==> config.mk <==
export PLATFORM = sky130hd
export DESIGN_NAME = cplx_mult_seq
export DESIGN_NICKNAME = d
export VERILOG_FILES = /design/src/rtl/cplx_mult_seq.sv
export SDC_FILE = /design/constraint.sdc
export NUM_CORES = 1
export LEC_CHECK = 0
export ABC_AREA = 1
export CAP_MARGIN = 20
export CORE_UTILIZATION = 34
export CTS_CLUSTER_DIAMETER = 120
export DETAILED_ROUTE_END_ITERATION = 10
export PLACE_DENSITY = 0.48
export SLEW_MARGIN = 5
export SYNTH_ARGS = -nofsm -noshare
export SYNTH_HDL_FRONTEND = slang
export SYNTH_SLANG_ARGS = --single-unit
==> constraint.sdc <==
create_clock -name clk -period 13.1 [get_ports clk]
set_input_delay 1.31 -clock clk [delete_from_list [all_inputs] [get_ports clk]]
set_output_delay 1.31 -clock clk [all_outputs]
set_load 0.01 [all_outputs]
==> src/rtl/cplx_mult_seq.sv <==
// cplx_mult_seq: handshaked signed complex multiplier sharing one real multiplier.
// Define CPLX_MULT_GAUSS_EN for the 3-product (Gauss) schedule; default is 4 products.
module cplx_mult_seq #(
  parameter int DATA_W   = 8,
  parameter int MULT_LAT = 1
) (
  input  logic              clk,
  input  logic              rst,
  input  logic              sw_rst,
  input  logic              op_val,
  output logic              op_ready,
  input  logic [DATA_W-1:0] op_1_re,
  input  logic [DATA_W-1:0] op_1_im,
  input  logic [DATA_W-1:0] op_2_re,
  input  logic [DATA_W-1:0] op_2_im,
  output logic              res_val,
  input  logic              res_ready,
  output logic [2*DATA_W:0] res_re,
  output logic [2*DATA_W:0] res_im,
  output logic              busy
);

  localparam int RES_W = 2*DATA_W + 1;
`ifdef CPLX_MULT_GAUSS_EN
  localparam int P     = 3;
  localparam int MUL_W = DATA_W + 1;
`else
  localparam int P     = 4;
  localparam int MUL_W = DATA_W;
`endif
  localparam int PROD_W = 2*MUL_W;

  typedef enum logic [2:0] {IDLE, ISSUE, DRAIN, COMPUTE, WAIT_RES} state_t;

  state_t                    state_q, state_d;
  logic [1:0]                idx_q, idx_d;
  logic [1:0]                drain_q, drain_d;
  logic signed [DATA_W-1:0]  ar_q, ar_d, ai_q, ai_d, br_q, br_d, bi_q, bi_d;
  logic signed [RES_W-1:0]   res_re_q, res_re_d, res_im_q, res_im_d;
  logic signed [RES_W-1:0]   part_q [P];
  logic signed [RES_W-1:0]   part_d [P];
  logic signed [PROD_W-1:0]  pp_q [MULT_LAT];
  logic signed [PROD_W-1:0]  pp_d [MULT_LAT];
  logic [1:0]                pt_q [MULT_LAT];
  logic [1:0]                pt_d [MULT_LAT];
  logic [MULT_LAT-1:0]       pv_q, pv_d;

  logic signed [MUL_W-1:0]   mul_a, mul_b;
  logic signed [PROD_W-1:0]  mul_p;
  logic                      accept;

  assign op_ready = (state_q == IDLE) || ((state_q == WAIT_RES) && res_ready);
  assign res_val  = (state_q == WAIT_RES);
  assign busy     = (state_q != IDLE);
  assign accept   = op_val && op_ready;
  assign res_re   = res_re_q;
  assign res_im   = res_im_q;

  // Operand selection for the shared multiplier, keyed by the issue index
  always_comb begin
    mul_a = '0;
    mul_b = '0;
`ifdef CPLX_MULT_GAUSS_EN
    case (idx_q)
      2'd0:    begin mul_a = MUL_W'(br_q); mul_b = MUL_W'(ar_q) + MUL_W'(ai_q); end
      2'd1:    begin mul_a = MUL_W'(ar_q); mul_b = MUL_W'(bi_q) - MUL_W'(br_q); end
      default: begin mul_a = MUL_W'(ai_q); mul_b = MUL_W'(br_q) + MUL_W'(bi_q); end
    endcase
`else
    case (idx_q)
      2'd0:    begin mul_a = ar_q; mul_b = br_q; end
      2'd1:    begin mul_a = ai_q; mul_b = bi_q; end
      2'd2:    begin mul_a = ar_q; mul_b = bi_q; end
      default: begin mul_a = ai_q; mul_b = br_q; end
    endcase
`endif
    mul_p = PROD_W'(mul_a) * PROD_W'(mul_b);
  end

  // Next-state: sequencer, product pipeline with tags, partial and result registers
  always_comb begin
    state_d  = state_q;
    idx_d    = idx_q;
    drain_d  = drain_q;
    ar_d     = ar_q;
    ai_d     = ai_q;
    br_d     = br_q;
    bi_d     = bi_q;
    res_re_d = res_re_q;
    res_im_d = res_im_q;
    part_d   = part_q;
    pp_d     = pp_q;
    pt_d     = pt_q;
    pv_d     = pv_q;

    pv_d[0] = (state_q == ISSUE);
    pt_d[0] = idx_q;
    pp_d[0] = mul_p;
    for (int unsigned i = 1; i < MULT_LAT; i++) begin
      pv_d[i] = pv_q[i-1];
      pt_d[i] = pt_q[i-1];
      pp_d[i] = pp_q[i-1];
    end
    // Product sign-extended (Gauss: wrapped, exact modulo 2^RES_W) into its tagged slot
    if (pv_q[MULT_LAT-1]) begin
      part_d[pt_q[MULT_LAT-1]] = RES_W'(pp_q[MULT_LAT-1]);
    end

    if (accept) begin
      ar_d    = op_1_re;
      ai_d    = op_1_im;
      br_d    = op_2_re;
      bi_d    = op_2_im;
      idx_d   = '0;
      state_d = ISSUE;
    end else begin
      case (state_q)
        ISSUE: begin
          if (idx_q == 2'(P - 1)) begin
            idx_d   = '0;
            drain_d = '0;
            state_d = DRAIN;
          end else begin
            idx_d = idx_q + 2'd1;
          end
        end
        DRAIN: begin
          if (drain_q == 2'(MULT_LAT - 1)) begin
            state_d = COMPUTE;
          end else begin
            drain_d = drain_q + 2'd1;
          end
        end
        COMPUTE: begin
`ifdef CPLX_MULT_GAUSS_EN
          res_re_d = part_q[0] - part_q[2];
          res_im_d = part_q[0] + part_q[1];
`else
          res_re_d = part_q[0] - part_q[1];
          res_im_d = part_q[2] + part_q[3];
`endif
          state_d = WAIT_RES;
        end
        WAIT_RES: begin
          if (res_ready) state_d = IDLE;
        end
        default: ;
      endcase
    end

    // Software reset overrides any accept/consume decided above
    if (sw_rst) begin
      state_d  = IDLE;
      idx_d    = '0;
      drain_d  = '0;
      res_re_d = '0;
      res_im_d = '0;
      pv_d     = '0;
      for (int unsigned i = 0; i < P; i++) part_d[i] = '0;
      for (int unsigned i = 0; i < MULT_LAT; i++) begin
        pp_d[i] = '0;
        pt_d[i] = '0;
      end
    end
  end

  // State registers with asynchronous reset
  always_ff @(posedge clk or posedge rst) begin
    if (rst) begin
      state_q  <= IDLE;
      idx_q    <= '0;
      drain_q  <= '0;
      ar_q     <= '0;
      ai_q     <= '0;
      br_q     <= '0;
      bi_q     <= '0;
      res_re_q <= '0;
      res_im_q <= '0;
      pv_q     <= '0;
      for (int unsigned i = 0; i < P; i++) part_q[i] <= '0;
      for (int unsigned i = 0; i < MULT_LAT; i++) begin
        pp_q[i] <= '0;
        pt_q[i] <= '0;
      end
    end else begin
      state_q  <= state_d;
      idx_q    <= idx_d;
      drain_q  <= drain_d;
      ar_q     <= ar_d;
      ai_q     <= ai_d;
      br_q     <= br_d;
      bi_q     <= bi_d;
      res_re_q <= res_re_d;
      res_im_q <= res_im_d;
      pv_q     <= pv_d;
      part_q   <= part_d;
      pp_q     <= pp_d;
      pt_q     <= pt_d;
    end
  end

endmodule

==> results.txt, run 1 <==
----------------------------------------------------
[Critical path]
  Delay of the slowest cell on the worst path ... 540 ps
  Critical path start-end classification ... reg -> reg
  Data required time of the critical path ... 13410 ps
  Total buffers and inverters traversed by the critical path ... 4
  Worst-path fanout max ... 15
  Type of element capturing the critical path ... flip-flop
  Arrival time worst endpoint ... 5790 ps
  Crit path max-delay family ... adder cells
  Startpoint types ... flip-flop
  List of cells traversed by the critical path ... inv_1 > ha_1 > o21ai_0 > inv_1 > nor2_1 > fa_1 > inv_1 > fa_1 > fa_1 > fa_1 > inv_1 > ha_1 > a21o_1 > nor2_1 > nand2_1 > nor2_1 > nand3_1 > nand2_1 > nor2_1
  Slowest cell on the critical path ... fa_1

[Clock tree]
  CTS clk-pin slew, worst paths ... 70 ps
  Max clock buf depth ... 2
  Clock insertion delay at the later pin of the skew report ... 430 ps
  Number of H-tree levels ... 4
  Total of cells resized after clock tree synthesis ... 0
  Hold buffers post-CTS ... 0
  CTS tree ... yes
  Clock Sinks ... 156
  Clk root buf ... clkbuf_16
  Cts bufs inserted ... 17
  Post-CTS Setup Repair Bufs ... 0

[Timing]
  Max_slew headroom ... 0.359
  Final worst-path cycle share ... 0.419
  Setup TNS ... 0 ps
  Slew at the pin with the worst max-slew slack ... 962 ps
  Total count of max-transition violations in the final report ... 0
  Final worst path period need ... 5480 ps
  Worst setup slack after layout ... 7620 ps
  Worst Clk Skew ... 22.0 ps
  Timing-limited maximum frequency ... 182 MHz
  Final hold vios ... 0
  Setup repair after global routing missed its margin ... no
  Setup violations, final ... 0

[Global routing]
  Number of global-route vias before repair ... 8491
  Antenna violations before repair ... 0
  Maximum number of pins on one net before global-route repair ... 81
  Global-route usage over all layers ... 0.173
  First-pass GRT wire length ... 43500 µm
  Total congestion overflow after global routing ... 0

[Detailed routing]
  Count of antenna-violating nets left after detailed routing ... 0
  Total via count in the routed design ... 8447
  Total DRC errors in the routed layout ... 0
  Avg Vias per Cell ... 4.59
  Number of DRC markers after the initial detailed-route iteration ... 429
  Wire length per cell ... 13.8 µm
  Number of search-and-repair iterations in the first detailed-routing pass ... 4
  Wire length reported by the detailed router ... 25400 µm

[Flow run]
  Number of max-capacitance violations reported ... 0

[Synthesis]
  Per-instance average area after synthesis ... 7.78 µm²
  Part of the Yosys area used for sequential elements ... 0.367
  Yosys warnings ... 0
  Number of instances in the synthesized netlist ... 1368
  Net count after synthesis ... 1527
  Mapped Area ... 10600 µm²
  Count of unique library cells instantiated by Yosys ... 39
  FF+latch count, synth ... 156

[Floorplanning]
  Overall die height ... 179 µm
  Die Width ... 179 µm
  Number of top-level design ports ... 74
  Area of the core region ... 30700 µm²
  Number of standard-cell rows in the floorplan ... 64
  Effective utilization at floorplan ... 0.347
  Die area ... 32000 µm²

[Hold path]
  Worst hold path class ... reg -> reg

[Placed design]
  Post-DP Area ... 11700 µm²
  Placed Cells ... 1805
  Detailed-placement wirelength estimate ... 19300 µm
  Routability congestion estimate from global placement ... 0.828
  Port bufs ... 73
  Placement Setup Slack ... 7580 ps

[Layout]
  Most common cell after layout, fill and taps aside ... nand2_1
  Synth-to-Final Area Change ... 15.6%
  Fraction of layout cells with a size suffix above 1 ... 0.0409
  Number of diodes ... 0
  Count of placed standard cells in the final layout, fillers left out ... 1839
  Final layout net count ... 1589
  Most frequent cells in the layout ... 399 x nand2_1, 228 x inv_1, 156 x dfrtp_1
  Post-route design area ... 12300 µm²

[Status]
  Status ... finished clean

----------------------------------------------------
==> worst paths after layout <==
path	from	to	slack, ps	cells past startpoint
max	idx_q[0]	pp_q[15]	7620	19
min in group asynchronous	rst	bi_q[6]	1410	2
min	ai_q[3]	ai_q[3]	480	2
max reg2reg	idx_q[0]	pp_q[15]	7620	19
max in group asynchronous	rst	pp_q[9]	10220	3
min reg2reg	ai_q[3]	ai_q[3]	480	2
==> synth_stat cells <==
| cell type | instances | share of area |
|---|---|---|
| buf_1 | 2 | 0.00071 |
| inv_2 | 6 | 0.0021 |
| nand2_1 | 399 | 0.14 |
| a21o_1 | 2 | 0.0014 |
| and3_1 | 4 | 0.0024 |
| nand2_8 | 1 | 0.0019 |
| ha_1 | 65 | 0.076 |
| nor3_2 | 2 | 0.0019 |
| nor3_1 | 1 | 0.00047 |
| nor2_1 | 112 | 0.040 |
| buf_6 | 7 | 0.0074 |
| and2_1 | 4 | 0.0024 |
| dfrtp_1 | 156 | 0.37 |
| a21boi_0 | 2 | 0.0014 |
| mux2i_1 | 3 | 0.0028 |
| nand4_1 | 1 | 0.00059 |
| inv_1 | 230 | 0.081 |
| clkbuf_1 | 9 | 0.0032 |
| fa_1 | 57 | 0.11 |
| xnor2_1 | 10 | 0.0082 |
| xor2_1 | 2 | 0.0016 |
| a211oi_2 | 1 | 0.0012 |
| o21ai_1 | 34 | 0.016 |
| a22o_1 | 3 | 0.0025 |
| buf_2 | 9 | 0.0042 |
| inv_6 | 1 | 0.00082 |
| nand4_2 | 1 | 0.0012 |
| o22ai_1 | 15 | 0.0088 |
| nor3b_1 | 2 | 0.0014 |
| buf_4 | 8 | 0.0056 |
| a21oi_1 | 32 | 0.015 |
| nand3b_1 | 6 | 0.0042 |
| o21ai_2 | 1 | 0.00082 |
| nand3_1 | 100 | 0.047 |
| nand2_2 | 2 | 0.0012 |
| nand3_2 | 3 | 0.0028 |
| nor2_4 | 2 | 0.0021 |
| o21ai_0 | 72 | 0.034 |
| o21bai_1 | 1 | 0.00071 |
==> state kept, by name, indices dropped and copies added (netlist names), 8 cells and up <==
register,cells
part_q,64
res_im,17
res_re,17
pp_q,16
ai_q,8
ar_q,8
bi_q,8
br_q,8
==> cell families after synthesis <==
logic type               share of synthesized area
AO/OA/AOI/OAI                               0.0817
XOR/XNOR                                   0.00988
adder cells (fa/ha/maj)                      0.184
buffers and inverters                        0.105
flip-flops                                   0.367
multiplexers                               0.00282
AND/OR/NAND/NOR                              0.250
==> tightest hold or removal path, cell delays in order (launching register included) <==
cell and delay [ps]:
dfrtp_1 350, nand2_1 60, nand2_1 50
==> stage by stage <==
stage,utilization,hold slack (ps)
floorplan,-,442
global placement,0.380,464
detailed placement,0.380,465
CTS,0.400,483
global route,0.401,498
finish,0.401,477
==> routing by layer <==
layer | wire [µm] | global-route usage
met1 | 12500 | 0.231
met2 | 12100 | 0.296
met3 | 594 | 0.0265
met4 | 187 | 0.0343
met5 | 0 | 0
==> final cells by class <==
class	count	area, µm²
clock inverter	14	149
multi-input combinational	940	5620
sequential	156	3900
inverter	237	900
tap	396	495
fill	3197	18400
timing repair buffer	78	792
clock buffer	18	439
Power of run 1 is not shown: default switching activity piles up to over one toggle a cycle in this logic, so the estimate is an artifact.
==> run 2, diff against run 1 <==
Clock period 13.1 ns to 5.5 ns, I/O delays scaled along.
==> run 2 against run 1 <==
Compared with the run above: utilization grew 0.26 points; via count grew 1.3%; clock-buffer cell count shrank 1; critical path type unchanged; final area grew 0.65%; maximum frequency grew 6.5%; largest cell class unchanged; hold slack gained 3.0 ps; wire length grew 1.5%; die area is the same; global-route usage grew 0.21 points; critical path depth grew 1.
==> results.txt, run 2 (same netlist as run 1, synthesis figures left out) <==
----------------------------------------------------
[Critical path]
  Arrival time worst endpoint ... 5480 ps
  Critical path start-end classification ... reg -> reg
  Type of element capturing the critical path ... flip-flop
  Worst-path fanout max ... 9
  Worst reg2reg path endpoint ... pp_q[10]
  Origin of the critical flop-to-flop path ... idx_q[0]
  Data required time of the critical path ... 5830 ps
  Startpoint types ... flip-flop
  Reg2reg setup slack ... 350 ps
  Worst Reg2Reg Path Length in Cells ... 20

[Placed design]
  Port bufs ... 73
  Routability congestion estimate from global placement ... 0.854
  Detailed-placement wirelength estimate ... 19500 µm

[Hold path]
  Hold Crit Depth ... 2
  Hold path startpoint ... res_im[10]
  Worst hold path class ... reg -> reg
  Worst Hold End ... res_im[10]

[Layout]
  Most common cell after layout, fill and taps aside ... nand2_1
  Number of diodes ... 0
  Max reg flops ... 64
  Biggest register ... part_q
  Final layout net count ... 1599
  Most frequent cells in the layout ... 399 x nand2_1, 227 x inv_1, 156 x dfrtp_1
  Fraction of layout cells with a size suffix above 1 ... 0.0502
  Synth-to-Final Area Change ... 16.3%

[Floorplanning]
  Effective utilization at floorplan ... 0.347
  Number of standard-cell rows in the floorplan ... 64
  Number of top-level design ports ... 74
  Area of the core region ... 30700 µm²
  Die Width ... 179 µm
  Overall die height ... 179 µm
  Die area ... 32000 µm²

[Status]
  Status ... finished clean

[Timing]
  Total count of max-transition violations in the final report ... 0
  Setup repair after global routing missed its margin ... no
  Final hold vios ... 0
  Setup TNS ... 0 ps
  Final worst path period need ... 5150 ps
  Worst Clk Skew ... 16.0 ps
  Max_slew headroom ... 0.303
  Setup violations, final ... 0
  Slew at the pin with the worst max-slew slack ... 1040 ps
  Timing-limited maximum frequency ... 194 MHz
  Final worst-path cycle share ... 0.936

[Clock tree]
  CTS clk-pin slew, worst paths ... 70 ps
  Max clock buf depth ... 2
  Cts bufs inserted ... 17
  Clock Sinks ... 156
  Hold buffers post-CTS ... 0
  CTS tree ... yes
  Number of H-tree levels ... 4
  Clk root buf ... clkbuf_16
  Clock insertion delay at the later pin of the skew report ... 440 ps

[Detailed routing]
  Wire length per cell ... 14.0 µm
  Total DRC errors in the routed layout ... 0
  Count of antenna-violating nets left after detailed routing ... 0
  Total via count in the routed design ... 8557
  Wire length reported by the detailed router ... 25800 µm
  Avg Vias per Cell ... 4.63
  Number of DRC markers after the initial detailed-route iteration ... 416
  Number of search-and-repair iterations in the first detailed-routing pass ... 5

[Flow run]
  Number of max-capacitance violations reported ... 0

[Global routing]
  Number of global-route vias before repair ... 8641
  Antenna violations before repair ... 0
  Total congestion overflow after global routing ... 0
  Maximum number of pins on one net before global-route repair ... 77
  Global-route usage over all layers ... 0.175
  First-pass GRT wire length ... 43900 µm

----------------------------------------------------
-- run 2: changes by cell type in the layout (fill, tap and decap cells not counted), sizes merged --
| cell | previous run | this run |
|---|---|---|
| buf | 5 | 15 |
| bufinv | 1 | 0 |
| clkbuf | 18 | 17 |
| clkinv | 4 | 6 |
-- run 2: metrics by stage --
stage | instances | instance area (µm²) | util | setup slack (ps) | hold slack [ps]
floorplan | 1368 | 10600 | - | 606 | 442
global placement | 1813 | 11700 | 0.383 | 338 | 464
detailed placement | 1813 | 11700 | 0.383 | 308 | 466
CTS | 1845 | 12300 | 0.402 | 273 | 485
global route | 1849 | 12400 | 0.404 | 6.92 | 496
finish | 1849 | 12400 | 0.404 | 352 | 479
-- run 2: layout make-up --
| class | instances | area [µm²] |
|---|---|---|
| Clock buffer | 17 | 425 |
| Clock inverter | 15 | 168 |
| Fill cell | 3181 | 18300 |
| Inverter | 237 | 900 |
| Multi-Input combinational cell | 940 | 5620 |
| Sequential cell | 156 | 3900 |
| Tap cell | 396 | 495 |
| Timing Repair Buffer | 88 | 860 |
-- run 2: how the worst max path moves through the flow --
| stage | startpoint | to | slack (ps) | cells past startpoint |
|---|---|---|---|---|
| after global routing | idx_q[0] | pp_q[15] | 7 | 19 |
| after global placement | idx_q[0] | pp_q[10] | 340 | 20 |
| final | idx_q[0] | pp_q[10] | 350 | 20 |
| after floorplan | idx_q[0] | pp_q[15] | 610 | 20 |
| after CTS | idx_q[0] | pp_q[10] | 270 | 20 |
| after detailed placement | idx_q[0] | pp_q[10] | 310 | 20 |
-- run 2: per-layer routing --
metal  up-vias  wire [µm]  GRT usage
met1      3992      12500      0.231
met4         0        424     0.0508
met5         -          0          0
met3        26        758     0.0263
met2       140      12200      0.296
li1       4399          -          -
-- run 2: timing repair --
action | 4_1_cts | 5_1_grt
buffers inserted | 0 | 3
setup endpoints to repair | 0 | 5
resized for setup | 0 | 5
-- run 2: worst max-delay path: stages (launching register included) --
cell	delay (ps)
dfrtp_1	380
inv_1	150
ha_1	350
o21ai_0	360
inv_2	150
nor2_2	220
inv_1	90
fa_1	530
inv_1	50
fa_1	460
fa_1	540
inv_1	50
fa_1	520
inv_1	40
ha_1	340
nand2_1	100
o21ai_0	270
inv_1	70
nand2_1	80
nor2_1	40
nor3b_1	240
Power of run 2 is left out for the same reason.
==> run 3, diff against run 2 <==
Settings changed: CTS_BUF_LIST set to sky130_fd_sc_hd__clkbuf_4 sky130_fd_sc_hd__clkbuf_8.
==> run 3 against run 2 <==
Compared with the run above: clock-buffer cell count unchanged; worst setup slack better by 47 ps; flip-flop and latch count unchanged; cell count unchanged; hold slack better by 6.2 ps; clock skew up 12 ps; maximum frequency up 0.92%; critical path type unchanged; critical endpoint unchanged; highest routed layer unchanged.
==> results.txt, run 3 (same netlist as run 1, synthesis figures left out) <==
----------------------------------------------------
[Status]
  Status ... finished clean

[Detailed routing]
  Wire length per cell ... 13.9 µm
  Avg Vias per Cell ... 4.65
  Count of antenna-violating nets left after detailed routing ... 0
  Total DRC errors in the routed layout ... 0
  Total via count in the routed design ... 8593
  Number of DRC markers after the initial detailed-route iteration ... 448
  Number of search-and-repair iterations in the first detailed-routing pass ... 5
  Wire length reported by the detailed router ... 25800 µm

[Timing]
  Setup violations, final ... 0
  Final hold vios ... 0
  Total count of max-transition violations in the final report ... 0
  Worst Clk Skew ... 27.6 ps
  Hold_ws ... 486 ps
  Final worst-path cycle share ... 0.928
  Slew at the pin with the worst max-slew slack ... 1010 ps
  Timing-limited maximum frequency ... 196 MHz
  Max_slew headroom ... 0.323
  Final worst path period need ... 5100 ps

[Floorplanning]
  Area of the core region ... 30700 µm²
  Die Width ... 179 µm
  Effective utilization at floorplan ... 0.347
  Number of standard-cell rows in the floorplan ... 64
  Number of top-level design ports ... 74
  Die area ... 32000 µm²
  Overall die height ... 179 µm

[Clock tree]
  CTS tree ... yes
  Clk root buf ... clkbuf_8
  Max clock buf depth ... 2
  Number of H-tree levels ... 4
  Clock insertion delay at the later pin of the skew report ... 480 ps
  CTS clk-pin slew, worst paths ... 100 ps
  Cts bufs inserted ... 17
  Clock Sinks ... 156

[Critical path]
  Worst-path fanout max ... 9
  List of cells traversed by the critical path ... inv_1 > ha_1 > o21ai_0 > inv_2 > nor2_1 > fa_1 > fa_1 > fa_1 > inv_1 > fa_1 > inv_1 > ha_1 > nand2_1 > o21ai_0 > inv_1 > nand2_1 > nor2_1 > nor3b_1
  Type of element capturing the critical path ... flip-flop
  Crit path max-delay family ... adder cells
  Total buffers and inverters traversed by the critical path ... 5
  Data required time of the critical path ... 5870 ps
  Slowest cell on the critical path ... fa_1
  Delay of the slowest cell on the worst path ... 540 ps
  Critical path start-end classification ... reg -> reg
  Startpoint types ... flip-flop
  Arrival time worst endpoint ... 5470 ps

[Placed design]
  Port bufs ... 73
  Detailed-placement wirelength estimate ... 19500 µm
  Routability congestion estimate from global placement ... 0.854

[Layout]
  Number of diodes ... 0
  # fillers ... 3197
  Fraction of layout cells with a size suffix above 1 ... 0.0502
  Biggest register ... part_q
  Max reg flops ... 64
  Final layout net count ... 1599
  Most frequent cells in the layout ... 399 x nand2_1, 227 x inv_1, 156 x dfrtp_1
  Fraction of the core area covered by cells at the end of the flow ... 0.397
  Synth-to-Final Area Change ... 14.5%
  Most common cell after layout, fill and taps aside ... nand2_1

[Global routing]
  Global-route usage over all layers ... 0.175
  Total congestion overflow after global routing ... 0
  Met3 Track Usage GR ... 0.0259
  Met2 track utilization from global routing ... 0.295
  Maximum number of pins on one net before global-route repair ... 77
  M1 GR Usage ... 0.231
  Number of global-route vias before repair ... 8664
  Most Crowded Layer GR ... met2
  First-pass GRT wire length ... 43900 µm
  Antenna violations before repair ... 0

[Hold path]
  Worst hold path class ... reg -> reg

[Flow run]
  Number of max-capacitance violations reported ... 0

----------------------------------------------------
==> run 3: through the flow <==
step | setup WS (ps) | instances | instance area [µm²] | TNS, ps
floorplan | 606 | 1368 | 10600 | 0
global placement | 338 | 1813 | 11700 | 0
detailed placement | 308 | 1813 | 11700 | 0
CTS | 241 | 1845 | 12100 | 0
global route | -4.95 | 1849 | 12200 | -4.95
finish | 399 | 1849 | 12200 | 0
==> run 3: per-layer routing <==
metal	vias up	wire, µm
met3	20	647
met5	-	0
met2	152	12300
li1	4400	-
met4	0	359
met1	4021	12500
==> run 3: final timing paths <==
path,endpoint,slack [ps],cells after the start,start
worst max-delay path,pp_q[10],400,18,idx_q[0]
worst min-delay path,res_im[10],490,2,res_im[10]
worst max register to register,pp_q[10],400,18,idx_q[0]
worst min register to register,res_im[10],490,2,res_im[10]
max in group asynchronous,pp_q[4],3830,3,rst
min in group asynchronous,state_q[0],550,2,rst
==> run 3: repair_timing <==
action / in CTS / in global routing
setup buffers: 0 / 3
gates resized for setup: 0 / 6
hold buffers: 0 / 0
endpoints found under the setup margin: 0 / 5
==> run 3: layout make-up <==
class	instances	area, µm²	share of cell area
clock buffer	17	234	0.0192
clock inverter	15	168	0.0138
inverter	237	900	0.0738
multi-input combinational	940	5620	0.462
sequential	156	3900	0.320
tap	396	495	0.0407
timing repair buffer	88	860	0.0705
==> run 3: worst register-to-register path, stage by stage (launching register included) <==
cell	delay, ps
dfrtp_1	390
inv_1	150
ha_1	350
o21ai_0	530
inv_2	150
nor2_1	200
fa_1	440
fa_1	510
fa_1	540
inv_1	50
fa_1	520
inv_1	40
ha_1	340
nand2_1	100
o21ai_0	270
inv_1	70
nand2_1	80
nor2_1	40
nor3b_1	220
Power of run 3 is left out for the same reason.
